$ cat src/rtl/ks_adder_pipe.sv
// ks_adder_pipe: pipelined Kogge-Stone adder/subtractor with valid/ready on both sides.
//   clk, rst_n                : clock (rising edge) and async active-low reset
//   in_valid/in_ready         : operand handshake; in_ready follows the global advance enable
//   in_a, in_b, in_cin, in_sub: operands, carry-in (add only), subtract select
//   out_valid/out_ready       : result handshake; outputs held stable while stalled
//   out_sum, out_cout         : result mod 2^WIDTH and carry-out (sub: 1 = no borrow)
//   out_ovf, out_zero         : signed overflow and zero flags
// Latency from accept to out_valid is 1 + ceil(clog2(WIDTH)/REG_EVERY) cycles.
module ks_adder_pipe #(
   parameter int unsigned WIDTH     = 16,
   parameter int unsigned REG_EVERY = 2
) (
   input  logic             clk,
   input  logic             rst_n,
   input  logic             in_valid,
   output logic             in_ready,
   input  logic [WIDTH-1:0] in_a,
   input  logic [WIDTH-1:0] in_b,
   input  logic             in_cin,
   input  logic             in_sub,
   output logic             out_valid,
   input  logic             out_ready,
   output logic [WIDTH-1:0] out_sum,
   output logic             out_cout,
   output logic             out_ovf,
   output logic             out_zero
);

   localparam int unsigned LEVELS = $clog2(WIDTH);
   localparam int unsigned NSTG   = (LEVELS + REG_EVERY - 1) / REG_EVERY;
   localparam int unsigned LAST   = NSTG - 1;

   // Group generate after REG_EVERY prefix levels starting at level 'first'.
   // P is tracked locally because later levels in the group need it.
   function automatic logic [WIDTH-1:0] ks_g(input logic [WIDTH-1:0] g_in,
                                             input logic [WIDTH-1:0] p_in,
                                             input int unsigned      first);
      logic [WIDTH-1:0] g;
      logic [WIDTH-1:0] p;
      int unsigned      span;
      g = g_in;
      p = p_in;
      for (int unsigned j = 0; j < REG_EVERY; j++) begin
         if (first + j < LEVELS) begin
            span = 32'd1 << (first + j);
            g    = g | (p & (g << span));
            p    = p & ((p << span) | ~({WIDTH{1'b1}} << span));
         end
      end
      return g;
   endfunction

   // Group propagate after the same levels; low 'span' bits pass through.
   function automatic logic [WIDTH-1:0] ks_p(input logic [WIDTH-1:0] p_in,
                                             input int unsigned      first);
      logic [WIDTH-1:0] p;
      int unsigned      span;
      p = p_in;
      for (int unsigned j = 0; j < REG_EVERY; j++) begin
         if (first + j < LEVELS) begin
            span = 32'd1 << (first + j);
            p    = p & ((p << span) | ~({WIDTH{1'b1}} << span));
         end
      end
      return p;
   endfunction

   logic adv_c;

   // Operand preparation: invert B for subtract and fold carry-in into bit 0 generate.
   logic [WIDTH-1:0] b_eff;
   logic             c0;
   logic [WIDTH-1:0] prep_p;
   logic [WIDTH-1:0] prep_g;

   always_comb begin : prep
      b_eff     = in_sub ? ~in_b : in_b;
      c0        = in_sub | in_cin;
      prep_p    = in_a ^ b_eff;
      prep_g    = in_a & b_eff;
      prep_g[0] = prep_g[0] | (prep_p[0] & c0);
   end

   // Per-stage pipeline registers: prefix (G,P), original p for the sum, c0, operand MSBs.
   logic [WIDTH-1:0] g_q  [NSTG];
   logic [WIDTH-1:0] g_d  [NSTG];
   logic [WIDTH-1:0] p_q  [NSTG];
   logic [WIDTH-1:0] p_d  [NSTG];
   logic [WIDTH-1:0] po_q [NSTG];
   logic [WIDTH-1:0] po_d [NSTG];
   logic             c0_q [NSTG];
   logic             c0_d [NSTG];
   logic             am_q [NSTG];
   logic             am_d [NSTG];
   logic             bm_q [NSTG];
   logic             bm_d [NSTG];
   logic             vld_q[NSTG];
   logic             vld_d[NSTG];

   logic [WIDTH-1:0] src_g [NSTG];
   logic [WIDTH-1:0] src_p [NSTG];
   logic [WIDTH-1:0] src_po[NSTG];
   logic             src_c0[NSTG];
   logic             src_am[NSTG];
   logic             src_bm[NSTG];
   logic             src_v [NSTG];

   for (genvar s = 0; s < NSTG; s++) begin : g_stage
      if (s == 0) begin : g_src_in
         assign src_g[s]  = prep_g;
         assign src_p[s]  = prep_p;
         assign src_po[s] = prep_p;
         assign src_c0[s] = c0;
         assign src_am[s] = in_a[WIDTH-1];
         assign src_bm[s] = b_eff[WIDTH-1];
         assign src_v[s]  = in_valid;
      end else begin : g_src_prev
         assign src_g[s]  = ks_g(g_q[s-1], p_q[s-1], (s - 1) * REG_EVERY);
         assign src_p[s]  = ks_p(p_q[s-1], (s - 1) * REG_EVERY);
         assign src_po[s] = po_q[s-1];
         assign src_c0[s] = c0_q[s-1];
         assign src_am[s] = am_q[s-1];
         assign src_bm[s] = bm_q[s-1];
         assign src_v[s]  = vld_q[s-1];
      end

      // Whole pipeline advances together; bubbles travel with valid=0.
      always_comb begin : stage_next
         g_d[s]   = g_q[s];
         p_d[s]   = p_q[s];
         po_d[s]  = po_q[s];
         c0_d[s]  = c0_q[s];
         am_d[s]  = am_q[s];
         bm_d[s]  = bm_q[s];
         vld_d[s] = vld_q[s];
         if (adv_c) begin
            g_d[s]   = src_g[s];
            p_d[s]   = src_p[s];
            po_d[s]  = src_po[s];
            c0_d[s]  = src_c0[s];
            am_d[s]  = src_am[s];
            bm_d[s]  = src_bm[s];
            vld_d[s] = src_v[s];
         end
      end

      always_ff @(posedge clk or negedge rst_n) begin : stage_reg
         if (!rst_n) begin
            g_q[s]   <= '0;
            p_q[s]   <= '0;
            po_q[s]  <= '0;
            c0_q[s]  <= 1'b0;
            am_q[s]  <= 1'b0;
            bm_q[s]  <= 1'b0;
            vld_q[s] <= 1'b0;
         end else begin
            g_q[s]   <= g_d[s];
            p_q[s]   <= p_d[s];
            po_q[s]  <= po_d[s];
            c0_q[s]  <= c0_d[s];
            am_q[s]  <= am_d[s];
            bm_q[s]  <= bm_d[s];
            vld_q[s] <= vld_d[s];
         end
      end
   end

   // Final prefix group feeds the output register directly.
   logic [WIDTH-1:0] fin_g;
   assign fin_g = ks_g(g_q[LAST], p_q[LAST], LAST * REG_EVERY);

   logic [WIDTH-1:0] sum_c;
   logic             out_valid_q, out_valid_d;
   logic [WIDTH-1:0] out_sum_q, out_sum_d;
   logic             out_cout_q, out_cout_d;
   logic             out_ovf_q, out_ovf_d;
   logic             out_zero_q, out_zero_d;

   assign adv_c    = ~out_valid_q | out_ready;
   assign in_ready = adv_c;

   // Sum uses carry into bit i = G[i-1], with c0 into bit 0.
   always_comb begin : out_next
      sum_c       = po_q[LAST] ^ {fin_g[WIDTH-2:0], c0_q[LAST]};
      out_valid_d = out_valid_q;
      out_sum_d   = out_sum_q;
      out_cout_d  = out_cout_q;
      out_ovf_d   = out_ovf_q;
      out_zero_d  = out_zero_q;
      if (adv_c) begin
         out_valid_d = vld_q[LAST];
         out_sum_d   = sum_c;
         out_cout_d  = fin_g[WIDTH-1];
         out_ovf_d   = (am_q[LAST] == bm_q[LAST]) & (sum_c[WIDTH-1] != am_q[LAST]);
         out_zero_d  = (sum_c == '0);
      end
   end

   always_ff @(posedge clk or negedge rst_n) begin : out_reg
      if (!rst_n) begin
         out_valid_q <= 1'b0;
         out_sum_q   <= '0;
         out_cout_q  <= 1'b0;
         out_ovf_q   <= 1'b0;
         out_zero_q  <= 1'b0;
      end else begin
         out_valid_q <= out_valid_d;
         out_sum_q   <= out_sum_d;
         out_cout_q  <= out_cout_d;
         out_ovf_q   <= out_ovf_d;
         out_zero_q  <= out_zero_d;
      end
   end

   assign out_valid = out_valid_q;
   assign out_sum   = out_sum_q;
   assign out_cout  = out_cout_q;
   assign out_ovf   = out_ovf_q;
   assign out_zero  = out_zero_q;

endmodule

$ cat config.mk
export PLATFORM = sky130hd
export DESIGN_NAME = ks_adder_pipe
export DESIGN_NICKNAME = d
export VERILOG_FILES = /design/src/rtl/ks_adder_pipe.sv
export SDC_FILE = /design/constraint.sdc
export NUM_CORES = 1
export LEC_CHECK = 0
export ABC_AREA = 1
export CORE_ASPECT_RATIO = 1.75
export CORE_MARGIN = 3
export CORE_UTILIZATION = 50
export DETAILED_ROUTE_END_ITERATION = 10
export GPL_ROUTABILITY_DRIVEN = 1
export MAX_ROUTING_LAYER = met4
export PLACE_DENSITY = 0.79
export SETUP_SLACK_MARGIN = 0.5
export SKIP_CTS_REPAIR_TIMING = 1
export SLEW_MARGIN = 15
export SYNTH_ARGS = -nofsm -noshare
export SYNTH_HDL_FRONTEND = slang
export SYNTH_SLANG_ARGS = --single-unit
$ cat constraint.sdc
create_clock -name clk -period 1.15 [get_ports clk]
set_input_delay 0.23 -clock clk [delete_from_list [all_inputs] [get_ports clk]]
set_output_delay 0.23 -clock clk [all_outputs]
set_load 0.02 [all_outputs]
==> impl_metrics.prom <==
# TYPE chip_impl_metric gauge
chip_impl_metric{name="drc",unit=""} 0
chip_impl_metric{name="worstPathArrival",unit="ns"} 1.57
chip_impl_metric{name="holdWs",unit="ns"} 0.338
chip_impl_metric{name="mappedNetlistArea",unit="mm2"} 0.00482
chip_impl_metric{name="max_stage_delay",unit="ns"} 0.44
chip_impl_metric{name="fin_total_pwr",unit="mW"} 15.9
chip_impl_metric{name="detail_route.first_pass.iterations",unit=""} 5
chip_impl_info{name="rsz0062_at_grt",value="true"} 1
chip_impl_metric{name="cts_max_level",unit=""} 3
chip_impl_metric{name="cp_data_required_time",unit="ns"} 1.39
chip_impl_info{name="timing_worst_setup_path_type",value="register to register"} 1
chip_impl_info{name="crit_path_cell_trace",value="nand2_4 -> buf_4 -> inv_6 -> clkbuf_16 -> o31ai_1"} 1
chip_impl_metric{name="finalHoldViolCount",unit=""} 0
chip_impl_info{name="clock_tree.root_cell",value="sky130_fd_sc_hd__clkbuf_16"} 1
chip_impl_metric{name="synth_nets",unit=""} 610
chip_impl_info{name="run_status",value="complete, but fails checks"} 1
chip_impl_metric{name="fillCellCount",unit=""} 693
chip_impl_metric{name="report.final.setup_viol",unit=""} 76
chip_impl_metric{name="residual_antenna_violating_net_count_after_detailed_routing",unit=""} 0
chip_impl_metric{name="cts.reportedPaths.clkPinSlew",unit="ns"} 0.07
chip_impl_metric{name="grt_first_pass_wirelength",unit="um"} 17500
chip_impl_metric{name="dr.first_iter.drc_count",unit=""} 337
chip_impl_metric{name="finalWirelength",unit="um"} 11900
chip_impl_metric{name="post-route-min-period",unit="ns"} 1.34
chip_impl_metric{name="die-area",unit="mm2"} 0.0109
chip_impl_metric{name="drive_above_1_share",unit=""} 0.239
chip_impl_metric{name="final_max_slew_viol_count",unit=""} 0
chip_impl_metric{name="power.density",unit="mW/mm2"} 2410
chip_impl_metric{name="synth_top_cell_area_share",unit=""} 0.540
chip_impl_metric{name="port-buffer-count",unit=""} 58
chip_impl_metric{name="die-height",unit="um"} 136
chip_impl_info{name="violations",value="setup timing"} 1
chip_impl_metric{name="worstSkewPairLatency",unit="ns"} 0.35
chip_impl_info{name="top_reg_cell_synth",value="sky130_fd_sc_hd__dfrtp_1"} 1
chip_impl_metric{name="viasPerCell",unit=""} 5.33
chip_impl_metric{name="antenna_cells_inserted",unit=""} 0
chip_impl_metric{name="cts_sinks",unit=""} 104
chip_impl_metric{name="yosysWarningCount",unit=""} 0
chip_impl_metric{name="place_ws",unit="ns"} -0.527
chip_impl_metric{name="yosys_register_bits",unit=""} 104
chip_impl_metric{name="synth-edff-count",unit=""} 0
chip_impl_metric{name="largest_driver_fanout_on_the_critical_path",unit=""} 20
chip_impl_metric{name="gr-total-overflow",unit=""} 0
chip_impl_metric{name="synth_cells",unit=""} 556
chip_impl_info{name="critPathCaptureType",value="register"} 1
chip_impl_metric{name="syn_area_per_cell",unit="um2"} 8.68
chip_impl_metric{name="drv_cap",unit=""} 0
chip_impl_metric{name="detailed_place_hpwl",unit="um"} 7430
chip_impl_metric{name="place_congestion",unit=""} 0.794
chip_impl_metric{name="vias",unit=""} 4160
chip_impl_metric{name="min_period_over_period",unit=""} 1.16
chip_impl_metric{name="finish.net_count",unit=""} 709
chip_impl_info{name="tritoncts_clock_tree",value="built"} 1
chip_impl_metric{name="globalRouteTotalUtil",unit=""} 0.210
chip_impl_metric{name="area.growth.synth_to_final",unit="%"} 37.3
chip_impl_metric{name="placeableCoreArea",unit="mm2"} 0.00921
chip_impl_info{name="min_path_type",value="input port to async pin"} 1
chip_impl_metric{name="finClkSkew",unit="ns"} 0.0102
chip_impl_metric{name="peakVddDrop",unit="mV"} 1.11
chip_impl_info{name="cell_types_occupying_the_most_area_after_synthesis",value="sky130_fd_sc_hd__dfrtp_1 54%, sky130_fd_sc_hd__nand2_1 15%, sky130_fd_sc_hd__o21ai_0 6.6%"} 1
chip_impl_metric{name="initial_core_util",unit=""} 0.524
chip_impl_metric{name="row_count",unit=""} 46
chip_impl_metric{name="tightest_slew",unit="ns"} 0.424
chip_impl_metric{name="fp.dieW",unit="um"} 80.2
chip_impl_metric{name="cts-root-to-sink-buffers",unit=""} 2
chip_impl_metric{name="first_global_vias",unit=""} 3842
chip_impl_metric{name="async_flop_share",unit=""} 1.00
chip_impl_info{name="synth_top_area_cell",value="sky130_fd_sc_hd__dfrtp_1"} 1
chip_impl_metric{name="synth_seq_area_share",unit=""} 0.540
chip_impl_metric{name="ioPinCount",unit=""} 59
chip_impl_metric{name="fin_ws",unit="ns"} -0.186
chip_impl_metric{name="slew-limit-headroom",unit=""} 0.717
chip_impl_info{name="critical-path-slowest-cell",value="sky130_fd_sc_hd__dfrtp_2"} 1
chip_impl_metric{name="synth_cell_types",unit=""} 25
chip_impl_metric{name="grt_antenna_before_repair",unit=""} 0
chip_impl_info{name="timing.critical_path.from_type",value="register"} 1
chip_impl_metric{name="fmax",unit="MHz"} 749
chip_impl_metric{name="cts-buffers-inserted",unit=""} 9
chip_impl_metric{name="p_leak",unit="nW"} 3.22
chip_impl_metric{name="grt_start_max_net_pins",unit=""} 51
chip_impl_metric{name="routed_wire_length_per_instance",unit="um"} 15.3
## cell usage in the layout, fill, tap and decap left out, types with 8 or more instances in the layout
cell,netlist,layout
sky130_fd_sc_hd__clkbuf_16,0,14
sky130_fd_sc_hd__buf_4,3,35
sky130_fd_sc_hd__inv_1,52,51
sky130_fd_sc_hd__nand3_1,16,14
sky130_fd_sc_hd__clkdlybuf4s50_1,0,35
sky130_fd_sc_hd__nor2_2,2,8
sky130_fd_sc_hd__nor2_1,19,10
sky130_fd_sc_hd__dfrtp_1,104,82
sky130_fd_sc_hd__buf_6,0,25
sky130_fd_sc_hd__nand2_2,6,12
sky130_fd_sc_hd__a21oi_1,12,9
sky130_fd_sc_hd__ha_1,16,16
sky130_fd_sc_hd__xor2_1,16,16
sky130_fd_sc_hd__o21ai_0,64,36
sky130_fd_sc_hd__o21ai_1,0,24
sky130_fd_sc_hd__nand2_1,194,185
sky130_fd_sc_hd__dfrtp_2,0,22
## worst max-delay path: cells and delay by family (launching register included)
| kind | cells | cell delay [ns] |
|---|---|---|
| flops | 1 | 0.44 |
| buf+inv | 3 | 0.43 |
| compound gates | 1 | 0.26 |
| simple gates | 1 | 0.09 |
## flip-flops by register name, indices dropped and copies added, names as in the netlist
name	flops
am_q	2
bm_q	2
c0_q	2
g_q	32
out_cout	1
out_ovf	1
out_sum	16
out_valid	1
out_zero	1
p_q	13
po_q	31
src_v	1
vld_q	1
## cells in the mapped netlist (10+ instances only)
library cell               instances
sky130_fd_sc_hd__buf_2            14
sky130_fd_sc_hd__a21oi_1          12
sky130_fd_sc_hd__o21ai_0          64
sky130_fd_sc_hd__inv_1            52
sky130_fd_sc_hd__nor2_1           19
sky130_fd_sc_hd__dfrtp_1         104
sky130_fd_sc_hd__o221ai_1         10
sky130_fd_sc_hd__xor2_1           16
sky130_fd_sc_hd__nand3_1          16
sky130_fd_sc_hd__ha_1             16
sky130_fd_sc_hd__nand2_1         194
## where the power goes
group          switching, mW  internal (mW)
Combinational           3.44           2.96
Clock                   1.32           2.24
Sequential             0.996           4.97
Total                   5.76           10.2
## logic make-up after synthesis
kind of cell,after synthesis,share of synthesized area
flops,104,0.540
fa+ha+maj,16,0.0415
simple gates,238,0.195
compound gates,104,0.126
xor+xnor,18,0.0327
buf+inv,76,0.0651
## layout make-up
type	instances	area, um2	share of cell area
Timing Repair Buffer	111	1210	0.183
Inverter	53	204	0.0308
Clock inverter	5	103	0.0155
Sequential cell	104	2630	0.397
Tap cell	120	150	0.0227
Clock buffer	11	253	0.0382
Multi-Input combinational cell	376	2070	0.313
## layer usage
metal / track usage / up-vias / wire length, um
met1: 0.259 / 2011 / 4790
met3: 0.0298 / 37 / 520
met4: 0.0902 / 0 / 434
met5: - / - / 0
met2: 0.343 / 119 / 6170
li1: - / 1993 / -
## path summary, 6_finish.rpt
path | from | to | slack [ns] | cells after the start
hold reg to reg | vld_q[0]$_DFFE_PN0P_ | out_valid$_DFFE_PN0P_ | 0.47 | 2
setup reg to reg | out_valid$_DFFE_PN0P_ | p_q[6]$_DFFE_PN0P_ | -0.19 | 5
setup / recovery | out_valid$_DFFE_PN0P_ | p_q[6]$_DFFE_PN0P_ | -0.19 | 5
min in group clk | in_valid | src_v[0]$_DFFE_PN0P_ | 0.43 | 3
hold / removal | rst_n | am_q[1]$_DFFE_PN0P_ | 0.34 | 2
max in group asynchronous | rst_n | po_q[25]$_DFFE_PN0P_ | 0.19 | 3
## through the flow
step | cell area (um2) | instances | setup TNS [ns] | util
floorplan | 5000 | 556 | 0 | -
global placement | 5760 | 736 | -37.35 | 0.625
detailed placement | 5760 | 736 | -39.86 | 0.625
CTS | 6110 | 752 | -15.34 | 0.664
global route | 6620 | 780 | -10.63 | 0.719
finish | 6620 | 780 | -5.34 | 0.719
Power figures use the tool's default switching activity.
